File: src/rtl/div4_seq_if.sv
// div4_seq_if: divider bundle; master drives start/A/B, slave returns Q/R/busy/done/div_by_zero
interface div4_seq_if #(parameter int WIDTH = 4);
  logic start;
  logic [WIDTH-1:0] A, B, Q, R;
  logic busy, done, div_by_zero;
  modport master(output start, A, B, input Q, R, busy, done, div_by_zero);
  modport slave(input start, A, B, output Q, R, busy, done, div_by_zero);
endinterface

File: src/rtl/div4_seq.sv
// div4_seq: restoring shift-subtract divider, one quotient bit per clk; ports clk, rst, bus (start/A/B in, Q/R/busy/done/div_by_zero out)
module div4_seq #(parameter int WIDTH = 4) (
  input logic clk,
  input logic rst,
  div4_seq_if.slave bus
);
  localparam int CW = $clog2(WIDTH + 1);
  typedef enum logic [1:0] {IDLE, RUN, DONE} state_t;
  state_t state, state_n;
  logic [WIDTH-1:0] d, d_n, q, q_n, r, r_n, qo, qo_n, ro, ro_n;
  logic [WIDTH:0] rs, t;
  logic [CW-1:0] cnt, cnt_n;
  logic dz, dz_n;
  always_ff @(posedge clk) begin
    if (rst) begin
      state <= IDLE;
      d <= '0;
      q <= '0;
      r <= '0;
      cnt <= '0;
      qo <= '0;
      ro <= '0;
      dz <= 1'b0;
    end else begin
      state <= state_n;
      d <= d_n;
      q <= q_n;
      r <= r_n;
      cnt <= cnt_n;
      qo <= qo_n;
      ro <= ro_n;
      dz <= dz_n;
    end
  end
  always_comb begin
    rs = {r, q[WIDTH-1]};
    t = rs - {1'b0, d};
    state_n = state;
    d_n = d;
    q_n = q;
    r_n = r;
    cnt_n = cnt;
    qo_n = qo;
    ro_n = ro;
    dz_n = dz;
    case (state)
      IDLE: if (bus.start) begin
        if (bus.B != '0) begin
          d_n = bus.B;
          q_n = bus.A;
          r_n = '0;
          cnt_n = CW'(WIDTH);
          dz_n = 1'b0;
          state_n = RUN;
        end else begin
          qo_n = '1;
          ro_n = bus.A;
          dz_n = 1'b1;
          state_n = DONE;
        end
      end
      RUN: begin
        q_n = {q[WIDTH-2:0], ~t[WIDTH]};
        r_n = t[WIDTH] ? rs[WIDTH-1:0] : t[WIDTH-1:0];
        cnt_n = cnt - 1'b1;
        if (cnt == CW'(1)) begin
          qo_n = q_n;
          ro_n = r_n;
          state_n = DONE;
        end
      end
      default: state_n = IDLE;
    endcase
  end
  assign bus.Q = qo;
  assign bus.R = ro;
  assign bus.busy = state == RUN;
  assign bus.done = state == DONE;
  assign bus.div_by_zero = dz;
endmodule

File: src/flat_wrapper.sv
// flat-port wrapper written by rule: the top's interface ports become plain ports
module div4_seq_flat 
#(parameter int WIDTH = 4)
  (clk, rst, bus_start, bus_A, bus_B, bus_Q, bus_R, bus_busy, bus_done, bus_div_by_zero);
  div4_seq_if #(.WIDTH(WIDTH)) bus_i ();
  input logic clk;
  input logic rst;
  input wire logic [$bits(bus_i.start)-1:0] bus_start;
  input wire logic [$bits(bus_i.A)-1:0] bus_A;
  input wire logic [$bits(bus_i.B)-1:0] bus_B;
  output wire logic [$bits(bus_i.Q)-1:0] bus_Q;
  output wire logic [$bits(bus_i.R)-1:0] bus_R;
  output wire logic [$bits(bus_i.busy)-1:0] bus_busy;
  output wire logic [$bits(bus_i.done)-1:0] bus_done;
  output wire logic [$bits(bus_i.div_by_zero)-1:0] bus_div_by_zero;
  assign bus_i.start = bus_start;
  assign bus_i.A = bus_A;
  assign bus_i.B = bus_B;
  assign bus_Q = bus_i.Q;
  assign bus_R = bus_i.R;
  assign bus_busy = bus_i.busy;
  assign bus_done = bus_i.done;
  assign bus_div_by_zero = bus_i.div_by_zero;
  div4_seq #(.WIDTH(WIDTH)) u_core (.clk(clk), .rst(rst), .bus(bus_i));
endmodule
File: config.mk
export PLATFORM = sky130hd
export DESIGN_NAME = div4_seq_flat
export DESIGN_NICKNAME = d
export VERILOG_FILES = /design/src/rtl/div4_seq_if.sv /design/src/rtl/div4_seq.sv /design/src/flat_wrapper.sv
export SDC_FILE = /design/constraint.sdc
export NUM_CORES = 1
export LEC_CHECK = 0
export BUFFER_PORTS_ARGS = -buffer_cell sky130_fd_sc_hd__buf_2
export CORE_ASPECT_RATIO = 1.1
export CORE_MARGIN = 3
export CORE_UTILIZATION = 59
export DETAILED_ROUTE_END_ITERATION = 8
export PLACE_DENSITY = 0.83
export SYNTH_ARGS = -nofsm -noshare
export SYNTH_HDL_FRONTEND = slang
export SYNTH_SLANG_ARGS = --single-unit
File: constraint.sdc
create_clock -name clk -period 5.47 [get_ports clk]
set_input_delay 1.094 -clock clk [delete_from_list [all_inputs] [get_ports clk]]
set_output_delay 1.094 -clock clk [all_outputs]
set_load 0.005 [all_outputs]
**Word level (Yosys, flattened, before mapping)**

Index checks and enable logic that the tools add are counted.

- Bitwise logic cells: 1
- Mux-type cells: 23
- Reductions and logical operators: 8
- Add/subtract/negate cells: 2
- Equal/unequal tests: 7

Operators with widths:

| kind | count |
|---|---|
| $mux 4 | 11 |
| $pmux 4 s2 | 4 |
| $mux 2 | 3 |
| $mux 3 | 2 |
| $pmux 3 s2 | 1 |
| $reduce_and 3->1 | 2 |
| $sub 5x4->5 | 1 |
| $ne 2x1->1 const B | 2 |
| $ne 2x2->1 const B | 2 |
| $pmux 2 s2 | 1 |
| $reduce_and 2->1 | 2 |
| $reduce_and 4->1 | 1 |
| $reduce_bool 4->1 | 1 |
| $eq 3x1->1 const B | 1 |
| $sub 3x1->3 const B | 1 |
| $eq 2x1->1 const B | 1 |
| $eq 2x2->1 const B | 1 |
| $logic_not 2->1 | 1 |
| $reduce_bool 2->1 | 1 |
| $mux 1 | 1 |
| $not 1->1 | 1 |

- Output and inout bits: 11
- Logic and storage cells: 49
- Input port bits: 11
- Register bits after elaboration: 26

**Logic depth before layout (Yosys ltp)**

- Word-level depth: 4
- Depth in mapped cells: 8

**Worst setup path before layout**

Ideal clock, no wire load.

- Path type: input-to-reg
- From: in bus_B[3]
- To: reg u_core.qo[0] (netlist: u_core.bus.Q[0])
- Setup time: 0.079 ns
- Required time: 5.391 ns
- Data arrival time: 2.146 ns
- Cell stages on the path: 6
- Buffers on the path: 1
- Path slack: 3.245 ns
- Path through: nor4_4 > nand3b_2 > a21oi_4 > buf_6 > nor2_1 > a211oi_2

- Cells in the longest elaborated chain, start to end: 3

Ends and longest elaborated chain:

| element | line | text |
|---|---|---|
| start: declaration | flat_wrapper.sv:10 | `input wire logic [$bits(bus_i.B)-1:0] bus_B;` |
| $reduce_bool 4->1 | div4_seq.sv:48 | `if (bus.B != '0) begin` |
| $ne 2x2->1 (no line) | - |  |
| $reduce_and 4->1 (no line) | - |  |
| end signal: assignment | div4_seq.sv:30 | `qo <= qo_n;` |
| end: declaration | div4_seq.sv:10 | `logic [WIDTH-1:0] d, d_n, q, q_n, r, r_n, qo, qo_n, ro, ro_n;` |

No other way between the ends.
A chain may end at the register's enable or synchronous reset.

**Worst setup path after layout**

- From: reg u_core.state[1]
- To: out bus_busy

- Cells in the longest elaborated chain, start to end: 1

Ends and longest elaborated chain:

| element | line | text |
|---|---|---|
| start: declaration | div4_seq.sv:9 | `state_t state, state_n;` |
| start signal: assignment | div4_seq.sv:25 | `state <= state_n;` |
| $eq 2x1->1 | div4_seq.sv:77 | `assign bus.busy = state == RUN;` |
| end: declaration | flat_wrapper.sv:13 | `output wire logic [$bits(bus_i.busy)-1:0] bus_busy;` |

No other way between the ends.

==> summary.txt <==
Clock network
  • Max Buffers Root-to-Sink: 2
  • Clock transition at path regs: 0.12 ns
  • Clock Tree Root: clkbuf_4
  • Post-CTS Setup Inserts: 0
  • Clk sinks: 26
  • H-tree Lvls: 1
  • Num CTS Buffers: 3
  • # resized after CTS: 0
  • Worst skew pair latency: 0.31 ns
  • Hold buffer count at cts: 0
  • TritonCTS clock tree: done

Final layout
  • Utilization of the core after routing: 0.7035
  • FF+latch area: around 520 sq um
  • FILL cells: 185
  • Multi-input logic area: about 750 sq um
  • Antenna cells: 0
  • Area delta synth->final: 9.944%
  • Share of cells above drive strength 1: 0.2189
  • Final net count: roughly 190
  • Finished Cell Area: 1466 sq um

Drt
  • Vias/cell: 5.416
  • WL final: 2546 microns
  • Routed length per instance: 12.92 microns
  • DRT iter0 DRCs: 12
  • Drt pass-1 iters: 4
  • DRC: 0
  • Remaining antenna violation count: 0
  • Via count: about 1,100

Power
  • PwrDens: 262.6 nW/um^2
  • Pleak: 0.6282 nW
  • Power Total: 385.1 uW
  • Worst VDD drop: 0.1474 mV

Logic synthesis
  • Number of synthesized flops with an enable pin: 0
  • Syn. warnings: 0
  • Synth Flop Type: dfxtp_1
  • Cell count after synthesis: 151
  • Top-count cell post-synth: nor2_1
  • Netlist Area Pre-Place: 1334 sq um
  • Post-synth net total: between 150 and 200
  • Flip-flop and latch count after synthesis: 26
  • Synth top cells by count: nor2_1, dfxtp_1, nand2_1
  • Synth cell types: 35
  • Synthesized area per cell: approximately 8.8 sq um
  • Ranking of synthesized cells by area: dfxtp_1, nor2_1, mux2i_1
  • Synth top area share: 0.3902
  • Register area share after synthesis: 0.3902
  • Cell taking the most area after synthesis: dfxtp_1
  • Post-synthesis async set-or-reset flop share: 0

Place
  • GPL Wtd Cong: about 0.85
  • DP HPWL: between 1500 and 2000 microns
  • Area after DPL: 1444 sq um
  • IO Port Bufs: 21

Die
  • Placeable Area: 2085 sq um
  • Die Wd: a little over 50 microns
  • Row count: 17
  • Die height: 55.87 microns
  • Starting Density: 0.6399
  • Die area: 2868 sq um
  • Io pins: 22

Setup path
  • Crit. End Element: output port
  • Setup crit end: bus_busy
  • Kind of critical path: register to output port
  • Cell depth of the worst flop-to-flop path: 8
  • Worst Setup SP: u_core.state[1]
  • Critical R2R Capture: u_core.bus.R[2]
  • Crit path max fanout: 22
  • Worst r2r src: u_core.q[3]
  • WP data required: 4.38 ns
  • Startpoint types: register
  • R2R Setup Slk: approximately 3.2 ns
  • Arr. time, crit path: 1.90 ns

Timing
  • Min Tclk post-route: 2.995 ns
  • Final Hold Viols: 0
  • RSZ-0062 raised after global routing: false
  • Setup violations, final: 0
  • Final Cycle Share: 0.5475
  • Worst Clk Skew: between 0.004 and 0.005 ns
  • Final Slew Violations: 0
  • Worst relative slew slack: 0.4802
  • Setup TNS: 0 ns
  • Worst Tran Pin Value: between 0.7 and 0.8 ns
  • Hold_ws: 0.4858 ns
  • FMAX: about 0.33 GHz

GRT
  • Largest net degree at the start of global routing: 27
  • First-pass GRT wire length: 4347 microns
  • Initial antenna violation count: 0
  • Grt ovf: 0
  • Vias in the first global route: 984
  • Gr usage total: 0.1916

Flow run
  • Max cap viols: 0

Outcome
  • Status: complete, no violations

Min path
  • HP Class: register to register
  • Hold Path Stages: 2
[area by class of cell]
cell class | instances | area share
inverter | 9 | 0.02304
tap | 28 | 0.02389
multi-input combinational | 110 | 0.5111
timing repair buffer | 21 | 0.07167
sequential | 26 | 0.3549
clock buffer | 3 | 0.01536
[critical path, stage by stage (launching register included)]
cell and delay, ns:
dfxtp_1 0.43, nand2b_1 0.65, inv_1 0.31, buf_2 0.21
[worst min path at each step]
stage | to | startpoint
finish | u_core.bus.div_by_zero | u_core.bus.div_by_zero
global route | u_core.bus.div_by_zero | u_core.bus.div_by_zero
CTS | u_core.bus.div_by_zero | u_core.bus.div_by_zero
detailed placement | u_core.bus.div_by_zero | u_core.bus.div_by_zero
global placement | u_core.bus.div_by_zero | u_core.bus.div_by_zero
floorplan | u_core.r[0] | u_core.r[0]
[metal layers]
| metal | track usage | vias to the layer above | routed length [microns] |
|---|---|---|---|
| met5 | 0 | - | 0 |
| met4 | 0.04494 | 0 | 31 |
| met3 | 0.03753 | 5 | 81 |
| met2 | 0.3352 | 14 | 1297 |
| met1 | 0.2383 | 501 | 1136 |
| li1 | - | 547 | - |
[flip-flops by register name (all words and copies together), names as in the netlist]
name / cells
u_core.bus.Q: 4
u_core.bus.R: 4
u_core.bus.div_by_zero: 1
u_core.cnt: 3
u_core.d: 4
u_core.q: 4
u_core.r: 4
u_core.state: 2
[layout by cell type, fill, tap and decap left out]
cell type	n
a211oi_1	4
a211oi_2	1
a21boi_1	1
a21oi_1	8
a21oi_2	1
a21oi_4	1
a311oi_1	2
a311oi_2	1
a31oi_1	2
buf_2	21
clkbuf_4	3
dfxtp_1	26
fa_1	1
ha_1	6
inv_1	9
mux2_4	1
mux2i_1	10
nand2_1	12
nand2b_1	5
nand3_1	2
nand3b_2	1
nor2_1	34
nor2_2	1
nor2b_1	3
nor3_2	4
nor4_4	1
o211ai_1	1
o21ai_0	1
o21ai_1	1
o21bai_1	1
o22a_1	1
xnor2_1	1
xor2_1	1
xor2_2	1
[through the flow]
step | instances | setup WS (ns)
final | 197 | 2.475
after CTS | 197 | 2.518
after global placement | 194 | 2.910
after global routing | 197 | 2.318
after floorplan | 151 | 3.245
after detailed placement | 194 | 2.849
[where the power goes]
part / total [mW] / switching (mW) / internal [mW]
sequential: 0.214 / 0.0106 / 0.203
combinational: 0.0946 / 0.0547 / 0.0398
clock: 0.0765 / 0.0508 / 0.0257
[kinds of logic (layout without fill, tap and decap cells)]
| group | after synthesis | count (layout) | share of synthesized area |
|---|---|---|---|
| AND/OR/NAND/NOR | 63 | 63 | 0.2336 |
| AO/OA/AOI/OAI | 26 | 26 | 0.1454 |
| flip-flops | 26 | 26 | 0.3902 |
| buffers and inverters | 15 | 33 | 0.04783 |
| multiplexers | 11 | 11 | 0.08630 |
| adder cells (fa/ha/maj) | 7 | 7 | 0.07129 |
| XOR/XNOR | 3 | 3 | 0.02533 |
Note: power is estimated with default switching activity, not from simulation.
